===== config.mk =====
export PLATFORM = sky130hd
export DESIGN_NAME = period_scheduler
export DESIGN_NICKNAME = d
export VERILOG_FILES = /design/src/rtl/period_scheduler.sv
export SDC_FILE = /design/constraint.sdc
export NUM_CORES = 1
export LEC_CHECK = 0
export ABC_AREA = 1
export ABC_CLOCK_PERIOD_IN_PS = 5140
export CORE_AREA = 5 5 138 127
export CTS_CLUSTER_SIZE = 20
export DETAILED_ROUTE_END_ITERATION = 10
export DIE_AREA = 0 0 143 132
export SLEW_MARGIN = 30
export SYNTH_ARGS = -nofsm -noshare
export SYNTH_HDL_FRONTEND = slang
export SYNTH_SLANG_ARGS = --single-unit

===== constraint.sdc =====
create_clock -name clk -period 5.14 [get_ports clk]
set_clock_uncertainty 0.15 [all_clocks]
set_input_delay 1.028 -clock clk [delete_from_list [all_inputs] [get_ports clk]]
set_output_delay 1.028 -clock clk [all_outputs]
set_load 0.05 [all_outputs]

===== src/rtl/period_scheduler.sv =====
// rtl/period_scheduler.sv - timetable sequencer firing period_start/bell on programmed start times.
// Optional window-match catch-up for skipped minutes: define PERIOD_SCHED_CATCHUP_EN.
module period_scheduler #(
  parameter int NUM_PERIODS = 8,
  parameter int IDX_W       = 3,
  parameter int BELL_CYCLES = 4
) (
  input  logic             clk,
  input  logic             rst,
  input  logic             enable,
  input  logic [10:0]      time_in,
  input  logic             cfg_we,
  input  logic [IDX_W-1:0] cfg_addr,
  input  logic [10:0]      cfg_time,
  input  logic             cfg_valid,
  output logic             period_start,
  output logic [IDX_W-1:0] period_idx,
  output logic             period_active,
  output logic             bell,
  output logic             multi_hit
);

  typedef enum logic [1:0] {IDLE, RUN, FIRE} state_t;

  state_t                 state;
  logic [10:0]            start_t [NUM_PERIODS];
  logic [NUM_PERIODS-1:0] valid_t;
  logic [NUM_PERIODS-1:0] hit;
  logic [10:0]            time_q;
  logic [7:0]             bell_cnt;
  logic                   tick;
  logic                   any_hit;
  logic                   many_hit;
  logic [IDX_W-1:0]       winner;

  assign tick = (time_in != time_q);
  assign bell = (bell_cnt != 8'd0);

  always_comb begin
    hit = '0;
    for (int i = 0; i < NUM_PERIODS; i++) begin
`ifdef PERIOD_SCHED_CATCHUP_EN
      // Half-open window (time_q, time_in]; a backwards step means the day wrapped.
      if (time_in > time_q)
        hit[i] = valid_t[i] && (start_t[i] > time_q) && (start_t[i] <= time_in);
      else
        hit[i] = valid_t[i] && ((start_t[i] > time_q) || (start_t[i] <= time_in));
`else
      hit[i] = valid_t[i] && (start_t[i] == time_in);
`endif
    end
  end

  always_comb begin
    winner   = '0;
    any_hit  = 1'b0;
    many_hit = 1'b0;
    for (int i = 0; i < NUM_PERIODS; i++) begin
      if (hit[i]) begin
        if (any_hit) begin
          many_hit = 1'b1;
        end else begin
          winner  = IDX_W'(i);
          any_hit = 1'b1;
        end
      end
    end
  end

  // Entries beyond NUM_PERIODS have no storage, so such writes fall through.
  always_ff @(posedge clk or posedge rst) begin
    if (rst) begin
      for (int i = 0; i < NUM_PERIODS; i++) start_t[i] <= '0;
      valid_t <= '0;
    end else if (cfg_we) begin
      for (int i = 0; i < NUM_PERIODS; i++) begin
        if (cfg_addr == IDX_W'(i)) begin
          start_t[i] <= cfg_time;
          valid_t[i] <= cfg_valid;
        end
      end
    end
  end

  always_ff @(posedge clk or posedge rst) begin
    if (rst) begin
      state         <= IDLE;
      time_q        <= '0;
      period_start  <= 1'b0;
      period_idx    <= '0;
      period_active <= 1'b0;
      bell_cnt      <= '0;
      multi_hit     <= 1'b0;
    end else begin
      time_q <= time_in;
      case (state)
        IDLE: begin
          period_start <= 1'b0;
          bell_cnt     <= '0;
          if (enable) state <= RUN;
        end
        default: begin
          // FIRE behaves like RUN for evaluation so a tick during the pulse is not lost.
          if (!enable) begin
            state        <= IDLE;
            period_start <= 1'b0;
            bell_cnt     <= (bell_cnt != 8'd0) ? bell_cnt - 8'd1 : 8'd0;
          end else if (tick && any_hit) begin
            state         <= FIRE;
            period_start  <= 1'b1;
            period_idx    <= winner;
            period_active <= 1'b1;
            bell_cnt      <= 8'(BELL_CYCLES);
            if (many_hit) multi_hit <= 1'b1;
          end else begin
            state        <= RUN;
            period_start <= 1'b0;
            bell_cnt     <= (bell_cnt != 8'd0) ? bell_cnt - 8'd1 : 8'd0;
            if (tick && (time_in == 11'd0)) period_active <= 1'b0;
          end
        end
      endcase
    end
  end

endmodule


==> impl_metrics.ini <==
[cts]
post_cts.resized_instances = 0
cts_root_buffer = sky130_fd_sc_hd__clkbuf_16
h_tree_levels = 4
cts_stage_hold_buffer_count = 0
cts_made_buffers = 17
cts_tree = built
clock_tree.buffer_depth = 2
clk_transition_reported_paths_ns = 0.05
insertion_delay_ns = 0.42
post-cts-setup-buffer-count = 0
tritoncts_num_sinks = 123

[sta]
post-route-period-util = 0.6899
achievable-frequency_ghz = 0.2820
setup_slack_ns = 1.594
tightest_slew_ns = 0.8850
max-slew-margin-rel = 0.4082
timing.final.crit_period_ns = 3.546
report.final.hold_viol_count = 0
fin_worst_hold_slack_ns = 0.2734
grt_setup_unrepaired = false
finalSetupViolCount = 0
tns_ns = 0
report.final.slew_viol_count = 0

[cells_and_area]
synthToLayoutAreaGrowth_pct = 15.46
number_of_antenna_cells_inserted = 0
final_cell_mix = sky130_fd_sc_hd__nand2_1, sky130_fd_sc_hd__dfrtp_1, sky130_fd_sc_hd__inv_1
drive_gt1_frac = 0.07312
fin_nets = 1032
mostFrequentLayoutCell = sky130_fd_sc_hd__nand2_1

[placement]
hpwl_mm = 14.84
globalplace.congestion = 0.9633
post-place-ws_ns = 1.175
portBuffers = 36

[route]
vias_after_detailed_routing = 6355
wirelength_mm = 21.76
drtAntennaViolNets = 0
routedWlPerCell_um = 17.85
vias_per_cell = 5.213
dr.first_iter.drc_count = 647
detail_route.drc_violations = 0
wl_met2_mm = 9.299
top_layer = met4
number_of_iterations_in_the_first_detailed_routing_pass = 6
met3_wirelength_mm = 1.884
route.layer.met1.wl_mm = 10.12

[global_routing]
grt_antenna_before_repair = 0
grt_max_degree = 80
grt_pass1_vias = 5954
global_route.usage.total = 0.2384
first_pass_grt_wire_length_mm = 33.96
grt_remaining_overflow = 0

[worst_setup_path]
path_class = in2reg
worst-endpoint-arrival_ns = 3.70
worst-endpoint-required_ns = 5.29
cp-end-kind = register
kind_of_launch_point_of_the_worst_setup_path = input pin
crit_path_max_fanout = 13

[die]
top_level_ports = 37
fp.dieArea_um2 = 18880
die_span_y_um = 132
initial_utilization = 0.4384
row_count = 44
fp.coreArea_um2 = 15910
dieWidth_um = 143

[logic_synthesis]
synth.lib_cells_used.distinct = 38
synth_warnings = 0
synth_sequential_area_ratio = 0.4413
post_synthesis_area_per_instance_um2 = 7.191
ff_latch_count_synth = 123
syn-cell-area_um2 = 6975
synth.net_count = 1002
synth_cells = 970
post_synth_edffs = 0
postSynth.topFlopCell = sky130_fd_sc_hd__dfrtp_1
fraction_of_registers_with_async_set_or_reset_after_synthesis = 1.000

[run]
max_cap_violations = 0

[power]
total_leakage_power_uw = 0.004011
power_density_nw_per_um2 = 401.1
worst_ir_drop_vdd_uv = 263.2

[min_path]
worst_hold_path_type = reg2reg

[outcome]
run_status = complete, no violations
power breakdown:
part / internal, uW / switching, uW
registers: 1140 / 153
logic: 280 / 452
clock network: 774 / 430
cells by family (layout without fill, tap and decap cells):
logic type                 Yosys count  after routing  synth area share
DFF                                123            123            0.4413
adders and majority gates            2              2          0.003587
and+or+nand+nor                    543            543            0.3315
xor gates and xnor gates            33             33           0.04143
AOI/OAI and AO/OA                  118            118           0.08789
buffers and inverters              151            193           0.09435
worst paths after layout:
check / from / to / slack, ns / depth (start not counted)
worst min register to register: bell_cnt[0]$_DFF_PP0_ / bell_cnt[0]$_DFF_PP0_ / 0.27 / 1
min in group asynchronous: rst / time_q[1]$_DFF_PP0_ / 0.96 / 2
worst max-delay path: time_in[8] / bell_cnt[7]$_DFF_PP0_ / 1.59 / 12
worst max register to register: start_t[17]$_DFFE_PP0P_ / bell_cnt[7]$_DFF_PP0_ / 3.20 / 10
max in group asynchronous: rst / valid_t[2]$_DFFE_PP0P_ / 3.18 / 3
worst min-delay path: bell_cnt[0]$_DFF_PP0_ / bell_cnt[0]$_DFF_PP0_ / 0.27 / 1
synth_stat cells (9+ instances only):
master / number / area (um^2)
sky130_fd_sc_hd__nand2_1: 349 / 1310
sky130_fd_sc_hd__dfrtp_1: 123 / 3078
sky130_fd_sc_hd__inv_1: 106 / 397.9
sky130_fd_sc_hd__o21ai_0: 102 / 510.5
sky130_fd_sc_hd__nor2_1: 72 / 270.3
sky130_fd_sc_hd__nand4_1: 34 / 212.7
sky130_fd_sc_hd__nand3_1: 29 / 145.1
sky130_fd_sc_hd__xnor2_1: 22 / 192.7
sky130_fd_sc_hd__clkbuf_1: 16 / 60.06
sky130_fd_sc_hd__nor3_1: 15 / 75.07
sky130_fd_sc_hd__xor2_1: 11 / 96.34
sky130_fd_sc_hd__inv_2: 10 / 37.54
sky130_fd_sc_hd__buf_6: 9 / 101.4
sky130_fd_sc_hd__or2_1: 9 / 56.30
layer usage:
metal  track usage  vias up
li1              -     3105
met1        0.3540     2948
met2        0.3458      266
met3       0.05368       36
met4       0.07339        0
met5             0        -
layout make-up:
type,count,area (um^2)
Fill cell,1639,7856
Multi-Input combinational cell,696,3244
Sequential cell,123,3078
Clock buffer,25,505.5
Inverter,119,456.7
Timing Repair Buffer,43,425.4
Tap cell,207,259.0
Clock inverter,6,85.08
worst max-delay path, stage by stage:
cell and delay (ns):
sky130_fd_sc_hd__clkdlybuf4s50_1 1.02, sky130_fd_sc_hd__inv_1 0.34, sky130_fd_sc_hd__nand2_1 0.15, sky130_fd_sc_hd__nand2_1 0.06, sky130_fd_sc_hd__nor3_1 0.18, sky130_fd_sc_hd__nand3_1 0.16, sky130_fd_sc_hd__o21ai_1 0.18, sky130_fd_sc_hd__inv_1 0.05
sky130_fd_sc_hd__nand3_1 0.16, sky130_fd_sc_hd__nand3_1 0.14, sky130_fd_sc_hd__nand2_2 0.15, sky130_fd_sc_hd__nor2_1 0.06
flip-flops by register name (all words and copies together) (netlist names):
name,flops
period_idx,3
multi_hit,1
period_active,1
time_q,11
bell_cnt,8
state,2
period_start,1
valid_t,8
start_t,88
stage by stage:
| step | instances | util | total power, uW | area (um^2) |
|---|---|---|---|---|
| after floorplan | 970 | - | 1813 | 6975 |
| after global placement | 1188 | 0.4689 | 2027 | 7461 |
| after detailed placement | 1188 | 0.4691 | 2028 | 7463 |
| after CTS | 1219 | 0.5062 | 3236 | 8054 |
| after global routing | 1219 | 0.5062 | 3420 | 8054 |
| final | 1219 | 0.5062 | 3231 | 8054 |
(Power assumes the default switching activity.)
